===== src/rtl/mem_request_sequencer.sv =====
// rtl/mem_request_sequencer.sv - request FIFO feeding a single-outstanding memory issue FSM
// Requests are queued, issued one at a time as held enables, and answered with data or a timeout error.
module mem_request_sequencer #(
  parameter int ADDRESS_WIDTH  = 32,
  parameter int DATA_WIDTH     = 32,
  parameter int FIFO_DEPTH     = 4,
  parameter int TIMEOUT_CYCLES = 1024
) (
  input  logic                          clk,
  input  logic                          reset,
  input  logic                          req_valid,
  output logic                          req_ready,
  input  logic                          req_write,
  input  logic [ADDRESS_WIDTH-1:0]      req_addr,
  input  logic [DATA_WIDTH-1:0]         req_wdata,
  output logic                          resp_valid,
  input  logic                          resp_ready,
  output logic [DATA_WIDTH-1:0]         resp_rdata,
  output logic                          resp_write,
  output logic                          resp_error,
  output logic [$clog2(FIFO_DEPTH):0]   fifo_count,
  output logic                          mem_read_enable,
  output logic                          mem_write_enable,
  output logic [ADDRESS_WIDTH-1:0]      mem_address,
  output logic [DATA_WIDTH-1:0]         mem_data_out,
  output logic                          mem_data_oe,
  input  logic [DATA_WIDTH-1:0]         mem_data_in,
  input  logic                          mem_done
);
  localparam int PTR_W = $clog2(FIFO_DEPTH);
  localparam int CNT_W = PTR_W + 1;
  localparam int TMO_W = $clog2(TIMEOUT_CYCLES);

  typedef enum logic [1:0] {IDLE, WAIT, RESP} state_t;

  state_t                   state;
  logic [ADDRESS_WIDTH-1:0] fifo_addr [FIFO_DEPTH];
  logic [DATA_WIDTH-1:0]    fifo_data [FIFO_DEPTH];
  logic [FIFO_DEPTH-1:0]    fifo_write;
  logic [PTR_W-1:0]         wr_ptr;
  logic [PTR_W-1:0]         rd_ptr;
  logic [TMO_W-1:0]         timer;
  logic                     cur_write;
  logic                     push;
  logic                     pop;

  // Ready depends on occupancy only, so a full FIFO never accepts even while popping.
  assign req_ready = (fifo_count != CNT_W'(FIFO_DEPTH));
  assign push      = req_valid && req_ready;
  assign pop       = (state == IDLE) && (fifo_count != '0);

  always_ff @(posedge clk) begin
    if (push) begin
      fifo_addr[wr_ptr]  <= req_addr;
      fifo_data[wr_ptr]  <= req_wdata;
      fifo_write[wr_ptr] <= req_write;
    end
  end

  always_ff @(posedge clk or negedge reset) begin
    if (!reset) begin
      state            <= IDLE;
      wr_ptr           <= '0;
      rd_ptr           <= '0;
      fifo_count       <= '0;
      timer            <= '0;
      cur_write        <= 1'b0;
      mem_read_enable  <= 1'b0;
      mem_write_enable <= 1'b0;
      mem_data_oe      <= 1'b0;
      mem_address      <= '0;
      mem_data_out     <= '0;
      resp_valid       <= 1'b0;
      resp_write       <= 1'b0;
      resp_error       <= 1'b0;
      resp_rdata       <= '0;
    end else begin
      if (push) wr_ptr <= wr_ptr + PTR_W'(1);
      if (pop)  rd_ptr <= rd_ptr + PTR_W'(1);
      case ({push, pop})
        2'b10:   fifo_count <= fifo_count + CNT_W'(1);
        2'b01:   fifo_count <= fifo_count - CNT_W'(1);
        default: ;
      endcase

      case (state)
        IDLE: begin
          if (pop) begin
            mem_address      <= fifo_addr[rd_ptr];
            mem_data_out     <= fifo_data[rd_ptr];
            cur_write        <= fifo_write[rd_ptr];
            mem_write_enable <= fifo_write[rd_ptr];
            mem_read_enable  <= !fifo_write[rd_ptr];
            mem_data_oe      <= fifo_write[rd_ptr];
            timer            <= '0;
            state            <= WAIT;
          end
        end
        WAIT: begin
          // A done pulse on the final timeout cycle still completes normally.
          if (mem_done || timer == TMO_W'(TIMEOUT_CYCLES - 1)) begin
            mem_read_enable  <= 1'b0;
            mem_write_enable <= 1'b0;
            mem_data_oe      <= 1'b0;
            resp_valid       <= 1'b1;
            resp_write       <= cur_write;
            resp_error       <= !mem_done;
            resp_rdata       <= (mem_done && !cur_write) ? mem_data_in : '0;
            state            <= RESP;
          end else begin
            timer <= timer + TMO_W'(1);
          end
        end
        RESP: begin
          if (resp_ready) begin
            resp_valid <= 1'b0;
            state      <= IDLE;
          end
        end
        default: state <= IDLE;
      endcase
    end
  end
endmodule


===== config.mk =====
export PLATFORM = sky130hd
export DESIGN_NAME = mem_request_sequencer
export DESIGN_NICKNAME = d
export VERILOG_FILES = /design/src/rtl/mem_request_sequencer.sv
export SDC_FILE = /design/constraint.sdc
export NUM_CORES = 1
export LEC_CHECK = 0
export BUFFER_PORTS_ARGS = -buffer_cell sky130_fd_sc_hd__buf_4
export CAP_MARGIN = 25
export CELL_PAD_IN_SITES_DETAIL_PLACEMENT = 0
export CELL_PAD_IN_SITES_GLOBAL_PLACEMENT = 1
export CORE_MARGIN = 2
export CORE_UTILIZATION = 45
export CTS_BUF_LIST = sky130_fd_sc_hd__clkbuf_8
export DETAILED_ROUTE_END_ITERATION = 8
export PLACE_DENSITY = 0.9
export SYNTH_ARGS = -nofsm -noshare
export SYNTH_HDL_FRONTEND = slang
export SYNTH_SLANG_ARGS = --single-unit
export TNS_END_PERCENT = 5

===== constraint.sdc =====
create_clock -name clk -period 3 [get_ports clk]
set_clock_uncertainty 0.2 [all_clocks]
set_input_delay 0.15 -clock clk [delete_from_list [all_inputs] [get_ports clk]]
set_output_delay 0.15 -clock clk [all_outputs]
set_load 0.01 [all_outputs]

==> results.cfg, run 1 <==
[run_status]
status = finished, final reports clean

[timing]
maxClockFrequency_ghz = 0.423
post-route-period-util_pct = 78.8
min_period_ns = 2.36
grt_setup_unrepaired = false
setup_viol = 0
finalMaxSlewViolations = 0
relSlewSlack_pct = 36.8
finalHoldViolCount = 0
timing.setup.tns_ns = 0
fin_ws_ns = 0.637
timing.hold.ws_ns = 0.0347
tightest_slew_ns = 0.948

[placed_design]
io_buffer_count = 207
postPlaceCellArea_um2 = 16600
dp.cells = 1459
dp_hpwl_um = 18200
gp_congestion = 0.784
dpl_worst_slack_ns = 0.632

[clock_tree]
cts_made_buffers = 59
clkLatencyLatePin_ns = 0.59
h-tree-depth = 2
cts_tree = yes
clkTransAtPathRegs_ns = 0.06
cts_num_sinks = 381
cts_setup_buffers = 0
cts-root-buf = clkbuf_8
clock_path_buffers = 3

[synthesis]
yosysWarnings = 0
syn_area_per_cell_um2 = 16.6
synth-edff-count = 260
syn_area_um2 = 14600
synthCells = 880
syn_nets = 989
synth-seq-cells = 381
async_flop_share_pct = 31.8
synth_cell_types = 51
seq_area_frac_synth_pct = 74.3
synth_top_flop_cell = edfxtp_1

[routing]
routedWlPerCell_um = 19.3
finalWirelength_um = 32900
drtAntennaViolNets = 0
viasPerCell = 5.20
drt_pass1_iterations = 5
drt-initial-drc-count = 615
drc = 0
vias = 8863

[layout]
final_common_cell = edfxtp_1
drive_above_1_share_pct = 30.6
layout_common_cells = 260 x edfxtp_1, 215 x buf_4, 202 x nand2_1
n_fill_cell = 2305
fin_util_pct = 60.8
syn2layout_area_growth_pct = 32.2
nNetsFinal = 1360
stdcell_count = 1706
stdcell_area_um2 = 19300

[global_routing]
grt_max_degree = 83
grtUsageTotal_pct = 19.5
antenna_found_initial = 2
grt_pass1_vias = 9338
grt_pass1_wl_um = 50800
grt-ovfl-total = 0

[floorplanning]
die_h_um = 184
num_io_pins = 208
dieWidth_um = 184
rows = 65
coreArea_um2 = 31700
die_area_um2 = 33900
initial_core_util_pct = 46.0

[worst_setup_path]
required_ns = 3.31
path_class = flip-flop to flip-flop
crit_fanout = 16
endpoint_kind = flip-flop
cp_data_arrival_time_ns = 2.67
crit_path_start_kind = flip-flop

[power_and_ir_drop]
leakage_nw = 7.71
p_total_mw = 19.1
ir_worst_vdd_mv = 0.546
power_density_nw_per_um2 = 990

[run]
drv_cap = 0

[worst_hold_path]
worstHoldPathType = primary input to async pin
[critical path, stage by stage (launching register included)]
cell and delay (ns):
dfrtp_1 0.43, or3_4 0.42, inv_6 0.17, ha_1 0.21, inv_1 0.06, fa_1 0.37, xor2_1 0.15, nor2_1 0.11
xor2_1 0.17
[repair_timing]
item,4_1_cts,5_1_grt
gates resized for setup,0,0
hold endpoints to repair,509,0
hold buffers,133,0
[report_power, final]
group	internal (mW)	total, mW	switching [mW]
combinational	2.98	6.22	3.25
clock	2.68	4.72	2.04
sequential	7.22	8.14	0.923
total	12.9	19.1	6.21
[final timing paths]
| kind | depth (start not counted) | slack, ns | endpoint | from |
|---|---|---|---|---|
| hold reg to reg | 2 | 0.27 | mem_data_out[22] | mem_data_out[22] |
| hold / removal | 2 | 0.03 | resp_rdata[0] | reset |
| min in group clk | 2 | 0.09 | fifo_data[3][14] | req_wdata[14] |
| max in group asynchronous | 3 | 1.84 | mem_data_out[27] | reset |
| setup / recovery | 8 | 0.64 | fifo_count[2] | state[1] |
| setup reg to reg | 8 | 0.64 | fifo_count[2] | state[1] |
[layout make-up]
cell class | count | area (um^2) | share of cell area (%)
clock buffers | 71 | 977 | 5.07
well taps | 402 | 503 | 2.61
inverters | 42 | 165 | 0.857
clock inverters | 41 | 347 | 1.80
diodes | 2 | 5.00 | 0.0260
flip-flops and latches | 381 | 10800 | 56.3
multi-input cells | 410 | 3320 | 17.2
repair buffers | 357 | 3120 | 16.2
[cells in the mapped netlist (all sizes together) (3+ instances only)]
| cell | n | area, um^2 |
|---|---|---|
| o21ai | 37 | 185 |
| xnor2 | 5 | 43.8 |
| a21oi | 3 | 15.0 |
| edfxtp | 260 | 7810 |
| and3 | 6 | 37.5 |
| nor2 | 4 | 31.3 |
| a22o | 3 | 27.5 |
| nand2 | 202 | 758 |
| inv | 42 | 165 |
| nor3 | 5 | 30.0 |
| buf | 27 | 214 |
| nand3 | 9 | 50.1 |
| mux4 | 65 | 1460 |
| nand4b | 32 | 280 |
| dfrtp | 121 | 3030 |
| ha | 6 | 75.1 |
| clkbuf | 20 | 75.1 |
| a31oi | 3 | 18.8 |
| o31ai | 3 | 27.5 |
[registers in the layout, indices dropped and copies added, names as in the netlist]
name / cells
fifo_addr: 128
fifo_data: 128
mem_address: 32
mem_data_out: 32
resp_rdata: 32
timer: 10
fifo_write: 4
fifo_count: 3
rd_ptr: 2
state: 2
wr_ptr: 2
cur_write: 1
mem_data_oe: 1
mem_read_enable: 1
resp_error: 1
resp_valid: 1
resp_write: 1
[logic make-up after synthesis]
group / share of synthesized area, %
AO/OA/AOI/OAI: 2.42
multiplexers: 10.3
XOR/XNOR: 0.420
adder cells (fa/ha/maj): 0.652
flip-flops: 74.3
buffers and inverters: 3.11
AND/OR/NAND/NOR: 8.82
[routing by layer]
layer / wire [um] / GRT usage [%] / vias to the layer above
met2: 17100 / 34.4 / 353
met3: 2300 / 4.30 / 67
met4: 656 / 5.79 / 0
met1: 12900 / 24.0 / 4444
li1: - / - / 3999
met5: 0 / 0 / -
(Power assumes the default switching activity.)
==> run 2, diff against run 1 <==
- ABC_AREA: not set -> 1
- CORE_UTILIZATION: 45 -> 47
- PLACE_DENSITY: 0.9 -> 0.93
- clock period: 3 -> 2.4 ns (I/O delays scaled with it)
==> run 2 against run 1 <==
Critical path type unchanged. Register-to-register slack got worse by 0.44 ns. Via count increased by 16%. Setup slack got worse by 0.44 ns. Sequential share of layout area increased by 0.88 points. Highest routed layer is now met5. Global-route usage increased by 2.3 points. Clock power increased by 14%. Flip-flop and latch count unchanged. Non-clock buffer count decreased by 14. Largest power group unchanged. Clock-buffer cell count decreased by 6. Largest cell class unchanged. Core utilization increased by 1.6 points. Synthesized cell count increased by 37%. Cell count increased by 16%.
==> results.cfg, run 2 <==
[run_status]
status = finished, final reports clean

[clock_tree]
cts.repair.resized = 0
h-tree-depth = 2
clkLatencyLatePin_ns = 0.59
clock_path_buffers = 3
cts_num_sinks = 381
cts_tree = yes
cts-root-buf = clkbuf_8
clkTransAtPathRegs_ns = 0.06
cts_made_buffers = 59

[routing]
drtAntennaViolNets = 0
drt_pass1_iterations = 4
routedWlPerCell_um = 17.6
drt-initial-drc-count = 659
vias = 10300
finalWirelength_um = 35000
drc = 0
viasPerCell = 5.17

[placed_design]
io_buffer_count = 207
dp_hpwl_um = 19900
gp_congestion = 0.830

[timing]
setup_viol = 0
grt_setup_unrepaired = false
maxClockFrequency_ghz = 0.453
finalMaxSlewViolations = 0
tightest_slew_ns = 0.857
relSlewSlack_pct = 42.9
timing.setup.tns_ns = 0
post-route-period-util_pct = 92.0
min_period_ns = 2.21
finalHoldViolCount = 0

[synthesis]
synth-edff-count = 260
synth_commonest_cells = 303 x nand2_1, 260 x edfxtp_1, 153 x nor2_1, 153 x o21ai_0, 121 x dfrtp_1
seq_area_frac_synth_pct = 74.9
synth_top_flop_cell = edfxtp_1
synth-seq-cells = 381
synth_top_area_share_pct = 53.9
yosys-top-cells-area = edfxtp_1 54%, dfrtp_1 21%, nand2_1 7.9%
async_flop_share_pct = 31.8
synthCells = 1203
yosysTopAreaCell = edfxtp_1
syn_nets = 1312
synth_most_common_cell = nand2_1
synth_cell_types = 25
syn_area_um2 = 14500
yosysWarnings = 0
syn_area_per_cell_um2 = 12.0

[power_and_ir_drop]
p_total_mw = 23.5
ir_worst_vdd_mv = 0.768
leakage_nw = 7.79
power_density_nw_per_um2 = 1240

[floorplanning]
coreArea_um2 = 30400
die_area_um2 = 32200
die_h_um = 179
num_io_pins = 208
initial_core_util_pct = 47.6
rows = 64
dieWidth_um = 179

[worst_setup_path]
crit_path_start_kind = flip-flop
cp_data_arrival_time_ns = 2.47
critPathSlowestCell = dlygate4sd3_1
required_ns = 2.66
endpoint_kind = flip-flop
worst-path-buf-inv = 1
crit_chain = ha_1, nand2_1, nor2_2, nand3_1, nand2_1, nand2_2, o21ai_0, dlygate4sd3_1
crit_fanout = 14
critPathMaxStageDelay_ns = 0.57
cp_top_family = buffers and inverters
path_common_cell = nand2_1
path_class = flip-flop to flip-flop

[global_routing]
grt-ovfl-total = 0
grt_pass1_vias = 10600
grt_max_degree = 71
grtUsageTotal_pct = 21.8
antenna_found_initial = 3
grt_pass1_wl_um = 56100

[layout]
layout_common_cells = 302 x nand2_1, 260 x edfxtp_1, 225 x buf_4
syn2layout_area_growth_pct = 31.1
drive_above_1_share_pct = 21.3
largestRegisters = fifo_addr (128), fifo_data (128)
n_fill_cell = 2292
nNetsFinal = 1648
final_common_cell = nand2_1

[worst_hold_path]
worstHoldPathType = primary input to flip-flop

[run]
drv_cap = 0
-- run 2: final cells by class --
class / instances / area [um^2] / share of cell area, %
Timing Repair Buffer: 343 / 3020 / 15.9
Inverter: 27 / 104 / 0.547
Multi-Input combinational cell: 727 / 3310 / 17.4
Clock buffer: 65 / 895 / 4.71
Antenna cell: 2 / 5.00 / 0.0264
Clock inverter: 46 / 312 / 1.64
Tap cell: 396 / 495 / 2.61
Sequential cell: 381 / 10800 / 57.1
-- run 2: logic make-up (layout without fill, tap and decap cells) --
logic type      Yosys count  after routing  synth area share (%)
xor+xnor                  8              8                 0.484
compound gates          243            243                  9.09
flops                   381            381                  74.9
buf+inv                  95            481                  2.60
simple gates            469            469                  12.3
fa+ha+maj                 7              7                 0.657
other cells               0              2                     0
-- run 2: timing repair --
item | in CTS | in global routing
hold endpoints to repair | 427 | 0
setup buffers | 0 | 2
hold buffers | 104 | 0
endpoints found under the setup margin | 0 | 1
-- run 2: where the power goes --
part	total, mW	switching [mW]	leakage, nW	internal, mW
registers	9.81	0.863	3.92	8.95
clock network	5.38	2.44	0.693	2.93
logic	8.36	5.21	3.19	3.15
total	23.5	8.52	7.79	15.0
-- run 2: stage by stage --
step,area [um^2],utilization (%),worst slack [ns],hold slack (ns),std cells
2_1_floorplan,14500,-,0.0213,-0.376,1203
3_3_place_gp,16700,54.9,0.234,-0.0740,1768
3_5_place_dp,16700,54.9,0.150,-0.0737,1768
4_1_cts,19000,62.3,0.122,0.0244,1983
5_1_grt,19000,62.4,0.0148,0.0336,1987
6_report,19000,62.4,0.192,0.0704,1987
-- run 2: path summary, 6_finish.rpt --
kind                                  from          endpoint  slack, ns  cells after the start
setup / recovery                  timer[0]          state[1]       0.19                      8
hold / removal                 req_addr[6]   fifo_addr[2][6]       0.07                      2
setup reg to reg                  timer[0]          state[1]       0.19                      8
hold reg to reg            mem_data_out[1]   mem_data_out[1]       0.28                      2
max in group asynchronous            reset  mem_data_out[27]       1.22                      4
min in group asynchronous            reset    resp_rdata[28]       0.49                      4
-- run 2: worst register-to-register path, stage by stage (launching register included) --
cell,delay [ns]
dfrtp_1,0.42
ha_1,0.23
nand2_1,0.10
nor2_2,0.06
nand3_1,0.10
nand2_1,0.07
nand2_2,0.21
o21ai_0,0.13
dlygate4sd3_1,0.57
-- run 2: metal layers --
layer  track usage (%)  up-vias  share of wire, %
met5                 0        -             0.037
met4              6.18        2               1.8
met3              4.32       59               6.6
met2              38.0      366                50
met1              27.7     4989                42
li1                  -     4848                 -
